===== config.mk =====
export PLATFORM = sky130hd
export DESIGN_NAME = button_conditioner
export DESIGN_NICKNAME = d
export VERILOG_FILES = /design/src/rtl/button_conditioner.sv
export SDC_FILE = /design/constraint.sdc
export NUM_CORES = 1
export LEC_CHECK = 0
export ABC_CLOCK_PERIOD_IN_PS = 2700
export BUFFER_PORTS_ARGS = -buffer_cell sky130_fd_sc_hd__buf_2
export CORE_MARGIN = 1
export CORE_UTILIZATION = 43
export DETAILED_ROUTE_END_ITERATION = 8
export SLEW_MARGIN = 20
export SYNTH_ARGS = -nofsm -noshare
export SYNTH_HDL_FRONTEND = slang
export SYNTH_SLANG_ARGS = --single-unit
export TNS_END_PERCENT = 100

===== constraint.sdc =====
create_clock -name clk -period 2.7 [get_ports clk]
set_clock_uncertainty 0.15 [all_clocks]
set_input_delay 0.135 -clock clk [delete_from_list [all_inputs] [get_ports clk]]
set_output_delay 0.135 -clock clk [all_outputs]
set_load 0.02 [all_outputs]

===== src/rtl/button_conditioner.sv =====
// Per-channel input conditioner: 2-FF sync, tick-gated debounce, edge pulse, auto-repeat, sticky flag.
// Latency: level/pulse follow s by 2 clk + DB_CYCLES en ticks; evt one clk after pulse; no backpressure.
module button_conditioner #(
    parameter int N_CH          = 4,
    parameter int DB_CYCLES     = 16,
    parameter int EDGE_MODE     = 0,
    parameter int REPEAT_DELAY  = 0,
    parameter int REPEAT_PERIOD = 8
) (
    input  logic            clk,
    input  logic            rst,
    input  logic            en,
    input  logic [N_CH-1:0] s,
    input  logic [N_CH-1:0] clr,
    output logic [N_CH-1:0] level,
    output logic [N_CH-1:0] pulse,
    output logic [N_CH-1:0] evt
);

    localparam int DBW    = $clog2(DB_CYCLES + 1);
    localparam int RP_MAX = (REPEAT_DELAY > REPEAT_PERIOD) ? REPEAT_DELAY : REPEAT_PERIOD;
    localparam int RPW    = $clog2(RP_MAX + 1);
    localparam bit REP_EN = (REPEAT_DELAY > 0) && (EDGE_MODE != 1);
    localparam int RD_M1  = (REPEAT_DELAY > 0) ? REPEAT_DELAY - 1 : 0;
    localparam int RP_M1  = (REPEAT_PERIOD > 0) ? REPEAT_PERIOD - 1 : 0;

    typedef enum logic [1:0] {
        RP_IDLE,
        RP_WAIT,
        RP_REPEAT
    } rp_state_t;

    for (genvar i = 0; i < N_CH; i++) begin : g_ch
        logic           sync1;
        logic           sync0;
        logic           lvl_q;
        logic           lvl_nxt;
        logic           pls_q;
        logic           evt_q;
        logic [DBW-1:0] db_cnt;
        logic [DBW-1:0] db_cnt_nxt;
        logic           accept;
        logic           acc_rise;
        logic           acc_fall;
        logic           edge_hit;
        logic           rep_fire;
        rp_state_t      rp_state;
        rp_state_t      rp_state_nxt;
        logic [RPW-1:0] rp_cnt;
        logic [RPW-1:0] rp_cnt_nxt;

        always_ff @(posedge clk) begin
            if (rst) begin
                sync1  <= 1'b0;
                sync0  <= 1'b0;
                lvl_q  <= 1'b0;
                pls_q  <= 1'b0;
                evt_q  <= 1'b0;
                db_cnt <= '0;
            end else begin
                sync1  <= s[i];
                sync0  <= sync1;
                lvl_q  <= lvl_nxt;
                db_cnt <= db_cnt_nxt;
                pls_q  <= edge_hit | rep_fire;
                // Set wins over clear so an event arriving during clr is not lost.
                if (pls_q) begin
                    evt_q <= 1'b1;
                end else if (clr[i]) begin
                    evt_q <= 1'b0;
                end
            end
        end

        always_comb begin
            db_cnt_nxt = db_cnt;
            lvl_nxt    = lvl_q;
            accept     = 1'b0;
            if (en) begin
                if (sync0 == lvl_q) begin
                    db_cnt_nxt = '0;
                end else if (db_cnt == DBW'(DB_CYCLES - 1)) begin
                    lvl_nxt    = sync0;
                    db_cnt_nxt = '0;
                    accept     = 1'b1;
                end else begin
                    db_cnt_nxt = db_cnt + 1'b1;
                end
            end
            acc_rise = accept & sync0;
            acc_fall = accept & ~sync0;
            case (EDGE_MODE)
                0:       edge_hit = acc_rise;
                1:       edge_hit = acc_fall;
                default: edge_hit = accept;
            endcase
        end

        always_ff @(posedge clk) begin
            if (rst) begin
                rp_state <= RP_IDLE;
                rp_cnt   <= '0;
            end else begin
                rp_state <= rp_state_nxt;
                rp_cnt   <= rp_cnt_nxt;
            end
        end

        always_comb begin
            rp_state_nxt = rp_state;
            rp_cnt_nxt   = rp_cnt;
            rep_fire     = 1'b0;
            if (!REP_EN) begin
                rp_state_nxt = RP_IDLE;
                rp_cnt_nxt   = '0;
            end else begin
                case (rp_state)
                    RP_IDLE: begin
                        rp_cnt_nxt = '0;
                        if (acc_rise) begin
                            rp_state_nxt = RP_WAIT;
                        end
                    end
                    RP_WAIT, RP_REPEAT: begin
                        // A release being accepted this tick cancels any repeat due now.
                        if (!lvl_q || acc_fall) begin
                            rp_state_nxt = RP_IDLE;
                            rp_cnt_nxt   = '0;
                        end else if (en) begin
                            if (rp_cnt == RPW'((rp_state == RP_WAIT) ? RD_M1 : RP_M1)) begin
                                rep_fire     = 1'b1;
                                rp_state_nxt = RP_REPEAT;
                                rp_cnt_nxt   = '0;
                            end else begin
                                rp_cnt_nxt = rp_cnt + 1'b1;
                            end
                        end
                    end
                    default: begin
                        rp_state_nxt = RP_IDLE;
                        rp_cnt_nxt   = '0;
                    end
                endcase
            end
        end

        assign level[i] = lvl_q;
        assign pulse[i] = pls_q;
        assign evt[i]   = evt_q;
    end

endmodule


==> results of run 1 <==
-- worst reg2reg max path: cells and delay by family, from the launching register on --
kind	cells	cell delay (ns)
adder cells (fa/ha/maj)	1	0.24
AND/OR/NAND/NOR	2	0.65
AO/OA/AOI/OAI	1	0.13
flip-flops	1	0.40
-- metal layers --
layer | up-vias | global-route usage [%] | wire length, um
li1 | 704 | - | -
met1 | 629 | 18.7 | 1510
met2 | 35 | 31.4 | 1530
met3 | 11 | 4.17 | 124
met4 | 0 | 9.51 | 70
met5 | - | 0 | 0
-- flip-flops by register name, indices dropped and copies added, names as in the netlist --
| register | flops |
|---|---|
| g_ch.db_cnt | 20 |
| g_ch.evt_q | 4 |
| g_ch.lvl_q | 4 |
| g_ch.pls_q | 4 |
| g_ch.sync0 | 4 |
| g_ch.sync1 | 4 |
-- synthesized netlist by cell type (all sizes together) --
cell type,number,area (um2)
dfxtp,40,801
a21oi,24,120
nand2,16,60.1
buf,13,95.1
nor2b,13,81.3
nand3,12,60.1
inv,10,37.5
nand4b,8,70.1
o21ai,8,40.0
clkbuf,7,26.3
nand4,6,37.5
nor3b,5,37.5
xor2,5,58.8
ha,4,50.1
nor2,4,15.0
a31oi,3,18.8
nor4,3,18.8
or3,3,18.8
and3b,2,17.5
and4b,2,20.0
or4b,2,20.0
nor4b,1,8.76
o2111ai,1,8.76
o41ai,1,8.76
-- cell families (layout without fill, tap and decap cells) --
| logic type | count (synthesis) | count (layout) | share of synthesized area, % |
|---|---|---|---|
| compound gates | 37 | 37 | 11.4 |
| xor+xnor | 5 | 5 | 3.40 |
| fa+ha+maj | 4 | 4 | 2.89 |
| buf+inv | 30 | 49 | 9.18 |
| flops | 40 | 40 | 46.3 |
| simple gates | 77 | 77 | 26.9 |
-- metrics by stage --
| step | cells | util (%) | hold WS [ns] | total power, mW |
|---|---|---|---|---|
| CTS | 260 | 51.9 | 0.0246 | 1.08 |
| floorplan | 193 | - | 0.113 | 0.646 |
| global route | 260 | 51.9 | 0.0330 | 1.11 |
| global placement | 244 | 47.4 | 0.196 | 0.660 |
| finish | 260 | 51.9 | 0.0336 | 1.06 |
| detailed placement | 244 | 47.4 | 0.199 | 0.661 |
-- area by class of cell --
class / count / area (um2) / area share (%)
flip-flops and latches: 40 / 801 / 40.9
inverters: 10 / 37.5 / 1.92
repair buffers: 31 / 198 / 10.1
clock buffers: 8 / 90.1 / 4.60
multi-input cells: 123 / 771 / 39.4
well taps: 48 / 60.1 / 3.07
-- final timing paths --
path                    to              start  slack, ns
max reg2reg  g_ch[3].lvl_q  g_ch[3].db_cnt[0]       1.06
min reg2reg  g_ch[0].sync0      g_ch[0].sync1       0.29
max          g_ch[3].lvl_q  g_ch[3].db_cnt[0]       1.06
min          g_ch[0].sync1                rst       0.03
-- power groups by stage --
stage	clock (mW)	sequential [mW]	combinational, mW
5_1_grt	0.452	0.602	0.0614
6_report	0.405	0.601	0.0549
3_3_place_gp	0	0.614	0.0452
3_5_place_dp	0	0.615	0.0467
2_1_floorplan	0	0.614	0.0321
4_1_cts	0.419	0.601	0.0553
==> impl_metrics.ini, run 1 <==
[die]
die_x_um = 65.4
rows = 22
design.die.area_um2 = 4280
start_util_pct = 45.9
core_area_um2 = 3770
fp.dieH_um = 65.4
num_io_pins = 23

[critical_path]
path_delay_family = simple AND/OR/NAND/NOR gates
required_ns = 2.77
cp.arrival_ns = 1.71
critPathBufInv = 0
worstPathCellList = ha_1 -> nand4b_1 -> or3_1 -> a21oi_1
cp_num_cells = 4
crit_fanout = 6
cp-start-kind = flop
crit_path_end_kind = flop
slowest_delay_ns = 0.40
rr_worst_depth = 4
critPathKind = reg2reg
slowest_stage = dfxtp_1

[worst_hold_path]
worstHoldPathType = in2reg
hold_depth = 2

[sta]
slew_violations = 0
fin_crit_ns = 1.64
setup-tns-final_ns = 0
slew_headroom_pct = 64.6
grt_setup_unrepaired = no
tightest_slew_ns = 0.529
finalCritPeriodShare_pct = 60.8
setup_ws_ns = 1.06
max_freq_mhz = 609
setup_violations = 0
hold_viol = 0

[pwr]
p_int_uw = 828
power.leakage_nw = 0.769
p_switching_uw = 233
seqPwrFrac_pct = 56.6
p_sw_share_pct = 22.0
powerDensity_nw_per_um2 = 542
pwr-share-clk_pct = 38.2
vdd.ir_drop.worst_v = 0.000270
power_frac_comb_pct = 5.2

[logic_synthesis]
seq_area_frac_synth_pct = 46.3
syn_inst = 193
ys_types = 27
syn_nets = 208
yosysWarnings = 0
synth_seq_cells = 40
syn_area_per_cell_um2 = 8.97
netlist_area_um2 = 1730

[clock_network]
htree_levels = 2
cts_setup_buffers = 0
clock_sinks = 40
clk_path_buf_depth = 2
holdBufCountCts = 8
cts.clk_slew.worst_paths_ns = 0.07
cts_buffers = 5
insertion_delay_ns = 0.29
ctsResizeCount = 0
cts_tree = done
root_buffer = clkbuf_8

[placed_design]
portBuffers = 22
pre_cts_ws_ns = 1.02
post_dp_cell_area_um2 = 1790
gp_congestion = 0.729
detailed_place_hpwl_mm = 2.05

[global_routing]
grt-ovfl-total = 0
antenna_found_initial = 0
grt_pass1_wl_mm = 5.73
grt_pass1_vias = 1369
grt_max_degree = 29
grt_usage_pct = 17.5

[layout]
design_area_um2 = 1960
num-nets-final = 226
fillers = 352
final_cell_mix = 40 x dfxtp_1, 24 x a21oi_1, 22 x buf_2
drive_above_1_share_pct = 15.1
syn_to_final_growth_pct = 13.1
mostFrequentLayoutCell = dfxtp_1
n_antenna_cell = 0

[route]
vias = 1379
drt-initial-drc-count = 110
viasPerCell = 5.30
drt_wl_total_mm = 3.23
drcViolationCount = 0
detail-route-antenna-nets = 0
wire_per_inst_um = 12.4
dr.pass1.iters = 4

[run]
maxCapViolCount = 0

[outcome]
status = completed
No activity file was read; power rests on OpenSTA's default activity.
==> inputs of run 2 (changes only) <==
--- a/config.mk
+++ b/config.mk
@@ -5,7 +5,8 @@
 export SDC_FILE = /design/constraint.sdc
 export NUM_CORES = 1
 export LEC_CHECK = 0
-export ABC_CLOCK_PERIOD_IN_PS = 2700
+export ABC_AREA = 1
+export ABC_CLOCK_PERIOD_IN_PS = 1700
 export BUFFER_PORTS_ARGS = -buffer_cell sky130_fd_sc_hd__buf_2
 export CORE_MARGIN = 1
 export CORE_UTILIZATION = 43
==> constraint.sdc (replaced) <==
create_clock -name clk -period 1.7 [get_ports clk]
set_clock_uncertainty 0.15 [all_clocks]
set_input_delay 0.085 -clock clk [delete_from_list [all_inputs] [get_ports clk]]
set_output_delay 0.085 -clock clk [all_outputs]
set_load 0.02 [all_outputs]
==> run 2 against run 1 <==
Against the previous run:
- sequential power grew 59%
- synthesized cell count up 20%
- sequential share of layout area decreased by 2.8 points
- area after synthesis up 4.6%
- die area increased by 4.4%
- clock power rose by 100%
- first-iteration DRC count fell by 64%
- count of clock-buffer cells in the layout shrank 2
- global-route usage shrank 0.99 points
- wire length down 5.3%
- register-to-register slack got worse by 0.70 ns
- via count is 2.2% higher
- critical path type is now in2reg
- critical endpoint is now g_ch[1].sync1
- largest cell class unchanged
==> impl_metrics.ini, run 2 <==
[die]
core_area_um2 = 4030
die_x_um = 66.9
num_io_pins = 23
fp.dieH_um = 66.9
design.die.area_um2 = 4470
rows = 23
start_util_pct = 44.9

[global_routing]
grt_max_degree = 17
grt-ovfl-total = 0
grt_pass1_vias = 1298
grt_usage_pct = 16.5
grt_pass1_wl_mm = 5.43
antenna_found_initial = 0

[sta]
slew_violations = 0
slew_headroom_pct = 70.4
fin_crit_ns = 1.43
setup_violations = 0
setup_ws_ns = 0.265
tightest_slew_ns = 0.443
finalCritPeriodShare_pct = 84.4
grt_setup_unrepaired = no
hold_viol = 0
max_freq_mhz = 697
setup-tns-final_ns = 0
holdWs_ns = 0.0616

[clock_network]
clock_sinks = 40
htree_levels = 2
cts_tree = done
root_buffer = clkbuf_8
cts_buffers = 5
insertion_delay_ns = 0.29
clk_path_buf_depth = 2
cts_setup_buffers = 0
cts.clk_slew.worst_paths_ns = 0.08

[logic_synthesis]
synthTopCellsByArea = dfxtp_1 44%, nand2_1 12%, inv_1 6.4%
synth-edff-count = 0
syn_inst = 232
ys_top_cells_by_count = 56 x nand2_1, 40 x dfxtp_1, 31 x inv_1
synth_seq_cells = 40
seq_area_frac_synth_pct = 44.3
ys_types = 20
synthMostInstantiatedCell = nand2_1
synth_flop_cell = dfxtp_1
syn_nets = 247
synth_top_area_share_pct = 44.3
synthArstFlopShare_pct = 0
syn_area_per_cell_um2 = 7.80
yosysWarnings = 0
netlist_area_um2 = 1810
yosys.area.top_type = dfxtp_1

[layout]
n_antenna_cell = 0
syn_to_final_growth_pct = 16.2
final_cell_mix = 56 x nand2_1, 40 x dfxtp_1, 31 x inv_1
top_register = g_ch.db_cnt
drive_above_1_share_pct = 19.5
num-nets-final = 271
largest_register_ffs = 20
layout.cells.non_filler = 307
mostFrequentLayoutCell = nand2_1

[critical_path]
critPathKind = in2reg
slowest_delay_ns = 0.56
cp-start-kind = input pin
crit_top_cell = dlygate4sd3_1
slowest_stage = dlygate4sd3_1
crit_fanout = 10
required_ns = 1.73
cp.arrival_ns = 1.46
crit_path_end_kind = flop
worstPathCellList = dlygate4sd3_1 -> buf_2 -> nor2_1 -> dlygate4sd3_1

[route]
wire_per_inst_um = 9.96
drt_wl_total_mm = 3.06
drt-initial-drc-count = 40
vias = 1409
dr.pass1.iters = 2
viasPerCell = 4.59
drcViolationCount = 0
detail-route-antenna-nets = 0

[placed_design]
placed_cells = 287
portBuffers = 22
gp_congestion = 0.729
detailed_place_hpwl_mm = 2.06
pre_cts_ws_ns = 0.367

[pwr]
p_int_mw = 1.47
power.leakage_nw = 0.947
p_sw_share_pct = 21.0
seqPwrFrac_pct = 51.4
p_switching_uw = 391
pwr-share-clk_pct = 43.7
powerDensity_nw_per_um2 = 885
vdd.ir_drop.worst_v = 0.000522
power_frac_comb_pct = 4.9

[outcome]
status = completed

[worst_hold_path]
worstHoldPathType = in2reg

[run]
maxCapViolCount = 0
==> run 2: cell types whose count changed after synthesis, moves of 5 or more <==
cell	delta
nand2_1	+40
nor2b_1	-13
clkbuf_1	-7
nand4b_1	-8
nor3b_1	-5
nor2_1	+8
inv_1	+22
==> run 2: cell type report <==
| class | instances | area (um2) |
|---|---|---|
| Clock buffer | 6 | 82.6 |
| Tap cell | 50 | 62.6 |
| Fill cell | 420 | 1930 |
| Timing Repair Buffer | 35 | 238 |
| Sequential cell | 40 | 801 |
| Multi-Input combinational cell | 140 | 752 |
| Clock inverter | 2 | 38.8 |
| Inverter | 34 | 128 |
==> run 2: metal layers <==
| metal | wire length, um | track usage, % | vias to the layer above | share of wire, % |
|---|---|---|---|---|
| li1 | - | - | 767 | - |
| met1 | 1500 | 20.0 | 621 | 49 |
| met2 | 1430 | 26.3 | 17 | 47 |
| met3 | 87 | 4.62 | 4 | 2.8 |
| met4 | 49 | 8.78 | 0 | 1.6 |
| met5 | 0 | 0 | - | 0 |
==> run 2: kinds of logic (layout without fill, tap and decap cells) <==
kind of cell / Yosys count / after routing / share of synthesized area (%)
and+or+nand+nor: 104 / 104 / 28.8
adders and majority gates: 4 / 4 / 2.77
DFF: 40 / 40 / 44.3
AOI/OAI and AO/OA: 32 / 32 / 10.0
buffers and inverters: 52 / 77 / 14.2
==> run 2: power groups by stage <==
| stage | Sequential, mW | Clock, mW | Combinational (mW) |
|---|---|---|---|
| 2_1_floorplan | 0.977 | 0 | 0.0555 |
| 3_3_place_gp | 0.978 | 0 | 0.0745 |
| 3_5_place_dp | 0.979 | 0 | 0.0749 |
| 4_1_cts | 0.956 | 0.839 | 0.0923 |
| 5_1_grt | 0.959 | 0.880 | 0.104 |
| 6_report | 0.956 | 0.812 | 0.0917 |
==> run 2: per-stage QoR <==
step	total power, mW	instance area, um2	utilization [%]
5_1_grt	1.94	2100	52.2
4_1_cts	1.89	2100	52.2
3_3_place_gp	1.05	1860	46.2
2_1_floorplan	1.03	1810	-
6_report	1.86	2100	52.2
3_5_place_dp	1.05	1860	46.2
==> run 2: worst max-delay path, delay by kind of cell <==
| kind | cells | cell delay [ns] |
|---|---|---|
| AND/OR/NAND/NOR | 1 | 0.08 |
| buffers and inverters | 3 | 1.30 |
==> run 2: final timing paths <==
path                            end  cells after the start  slack (ns)               from
setup / recovery      g_ch[1].sync1                      4        0.27                rst
hold / removal    g_ch[3].db_cnt[4]                      2        0.06                 en
setup reg to reg  g_ch[3].db_cnt[0]                      5        0.36  g_ch[3].db_cnt[0]
hold reg to reg       g_ch[3].sync0                      2        0.24      g_ch[3].sync1
==> run 2: timing repair <==
item	CTS	global route
hold endpoints to repair	11	0
gates resized for setup	0	0
hold buffers	12	0
==> inputs of run 3 (changes only) <==
--- a/config.mk
+++ b/config.mk
@@ -6,7 +6,7 @@
 export NUM_CORES = 1
 export LEC_CHECK = 0
 export ABC_AREA = 1
-export ABC_CLOCK_PERIOD_IN_PS = 1700
+export ABC_CLOCK_PERIOD_IN_PS = 1400
 export BUFFER_PORTS_ARGS = -buffer_cell sky130_fd_sc_hd__buf_2
 export CORE_MARGIN = 1
 export CORE_UTILIZATION = 43
==> constraint.sdc (replaced) <==
create_clock -name clk -period 1.4 [get_ports clk]
set_clock_uncertainty 0.15 [all_clocks]
set_input_delay 0.07 -clock clk [delete_from_list [all_inputs] [get_ports clk]]
set_output_delay 0.07 -clock clk [all_outputs]
set_load 0.02 [all_outputs]
==> run 3 against run 2 <==
Against the previous run:
- total power rose by 7.5%
- design area fell by 0.42%
- global-route usage decreased by 0.87 points
- sequential share of layout area up 0.34 points
- sequential power is 21% higher
- critical path depth up 1
- die area did not move
- wire length grew 2.6%
- first-iteration DRC count is 75% higher
==> impl_metrics.ini, run 3 (same netlist as run 2, synthesis figures left out) <==
[critical_path]
required_ns = 1.44
cp.arrival_ns = 1.38
critPathKind = reg2reg
cp-start-kind = flop
crit_fanout = 4
crit_path_end_kind = flop

[clock_network]
insertion_delay_ns = 0.30
cts_tree = done
cts.clk_slew.worst_paths_ns = 0.08
root_buffer = clkbuf_8
htree_levels = 2
clk_path_buf_depth = 2
clock_sinks = 40
cts_buffers = 5

[sta]
setup_ws_ns = 0.0608
holdWs_ns = 0.254
slew_violations = 0
setup_violations = 0
hold_viol = 0
setup-tns-final_ns = 0
finalCritPeriodShare_pct = 95.7
fin_crit_ns = 1.34
max_freq_mhz = 747
tightest_slew_ns = 0.275
slew_headroom_pct = 81.6

[layout]
fillers = 414
layout.cells.non_filler = 309
drive_above_1_share_pct = 22.8
top_register = g_ch.db_cnt
largest_register_ffs = 20
design_area_um2 = 2090
n_antenna_cell = 0
syn_to_final_growth_pct = 15.7
num-nets-final = 274
utilization_pct = 52.0
final_cell_mix = 56 x nand2_1, 37 x dfxtp_1, 30 x inv_1
mostFrequentLayoutCell = nand2_1

[pwr]
p_sw_share_pct = 22.9
seqPwrFrac_pct = 58.1
fin_total_pwr_mw = 2.00
p_switching_uw = 457
p_int_mw = 1.54
vdd.ir_drop.worst_v = 0.000537
power_frac_comb_pct = 5.8
pwr-share-clk_pct = 36.1
powerDensity_nw_per_um2 = 956
power.leakage_nw = 0.930

[route]
dr.pass1.iters = 4
drt-initial-drc-count = 70
drcViolationCount = 0
detail-route-antenna-nets = 0
wire_per_inst_um = 10.2
viasPerCell = 4.62
vias = 1428
drt_wl_total_mm = 3.14

[placed_design]
detailed_place_hpwl_mm = 2.13
placed_cells = 292
pre_cts_ws_ns = 0.0458
portBuffers = 22
post_dp_cell_area_um2 = 1900
gp_congestion = 0.764

[global_routing]
antenna_found_initial = 0
grt_pass1_vias = 1204
grt_max_degree = 24
grt_usage_pct = 15.6
grt_pass1_wl_mm = 5.04
grt-ovfl-total = 0

[die]
core_area_um2 = 4030
rows = 23
start_util_pct = 44.9
die_x_um = 66.9
design.die.area_um2 = 4470
num_io_pins = 23
fp.dieH_um = 66.9

[worst_hold_path]
worstHoldPathType = reg2reg

[run]
maxCapViolCount = 0

[outcome]
status = completed
==> run 3: final cells by class <==
class	count	area (um2)	share of cell area [%]
inverters	34	131	6.28
multi-input cells	140	762	36.4
flip-flops and latches	40	805	38.4
clock inverters	1	5.00	0.239
clock buffers	6	72.6	3.47
well taps	50	62.6	2.99
repair buffers	38	255	12.2
==> run 3: final timing paths <==
| kind | slack (ns) | from | end | depth (start not counted) |
|---|---|---|---|---|
| max | 0.06 | g_ch[1].db_cnt[1] | g_ch[1].db_cnt[0] | 5 |
| min reg2reg | 0.25 | g_ch[0].sync1 | g_ch[0].sync0 | 2 |
| min | 0.25 | g_ch[0].sync1 | g_ch[0].sync0 | 2 |
| max reg2reg | 0.06 | g_ch[1].db_cnt[1] | g_ch[1].db_cnt[0] | 5 |
==> run 3: power by group through the flow <==
stage | logic, mW | clock network (mW) | registers (mW)
2_1_floorplan | 0.0674 | 0 | 1.19
3_3_place_gp | 0.0951 | 0 | 1.19
3_5_place_dp | 0.0958 | 0 | 1.19
4_1_cts | 0.115 | 0.761 | 1.16
5_1_grt | 0.130 | 0.807 | 1.16
6_report | 0.115 | 0.722 | 1.16
==> run 3: per-layer routing <==
metal	up-vias	part of all wire (%)	track usage, %	wire length [um]
li1	775	-	-	-
met5	-	0	0	0
met2	24	47	25.9	1480
met4	0	2.2	7.98	70
met3	6	4.0	5.65	125
met1	623	46	17.5	1460
==> run 3: what timing repair did <==
action,CTS,global route
hold buffers,10,0
gates resized for setup,0,7
hold endpoints to repair,9,0
setup buffers,0,0
setup endpoints to repair,0,13
==> run 3: worst max-delay path, stage by stage (launching register included) <==
cell     delay, ns
dfxtp_1       0.39
ha_2          0.22
nand3_2       0.11
nor2_4        0.14
nor2_2        0.07
o21a_1        0.16
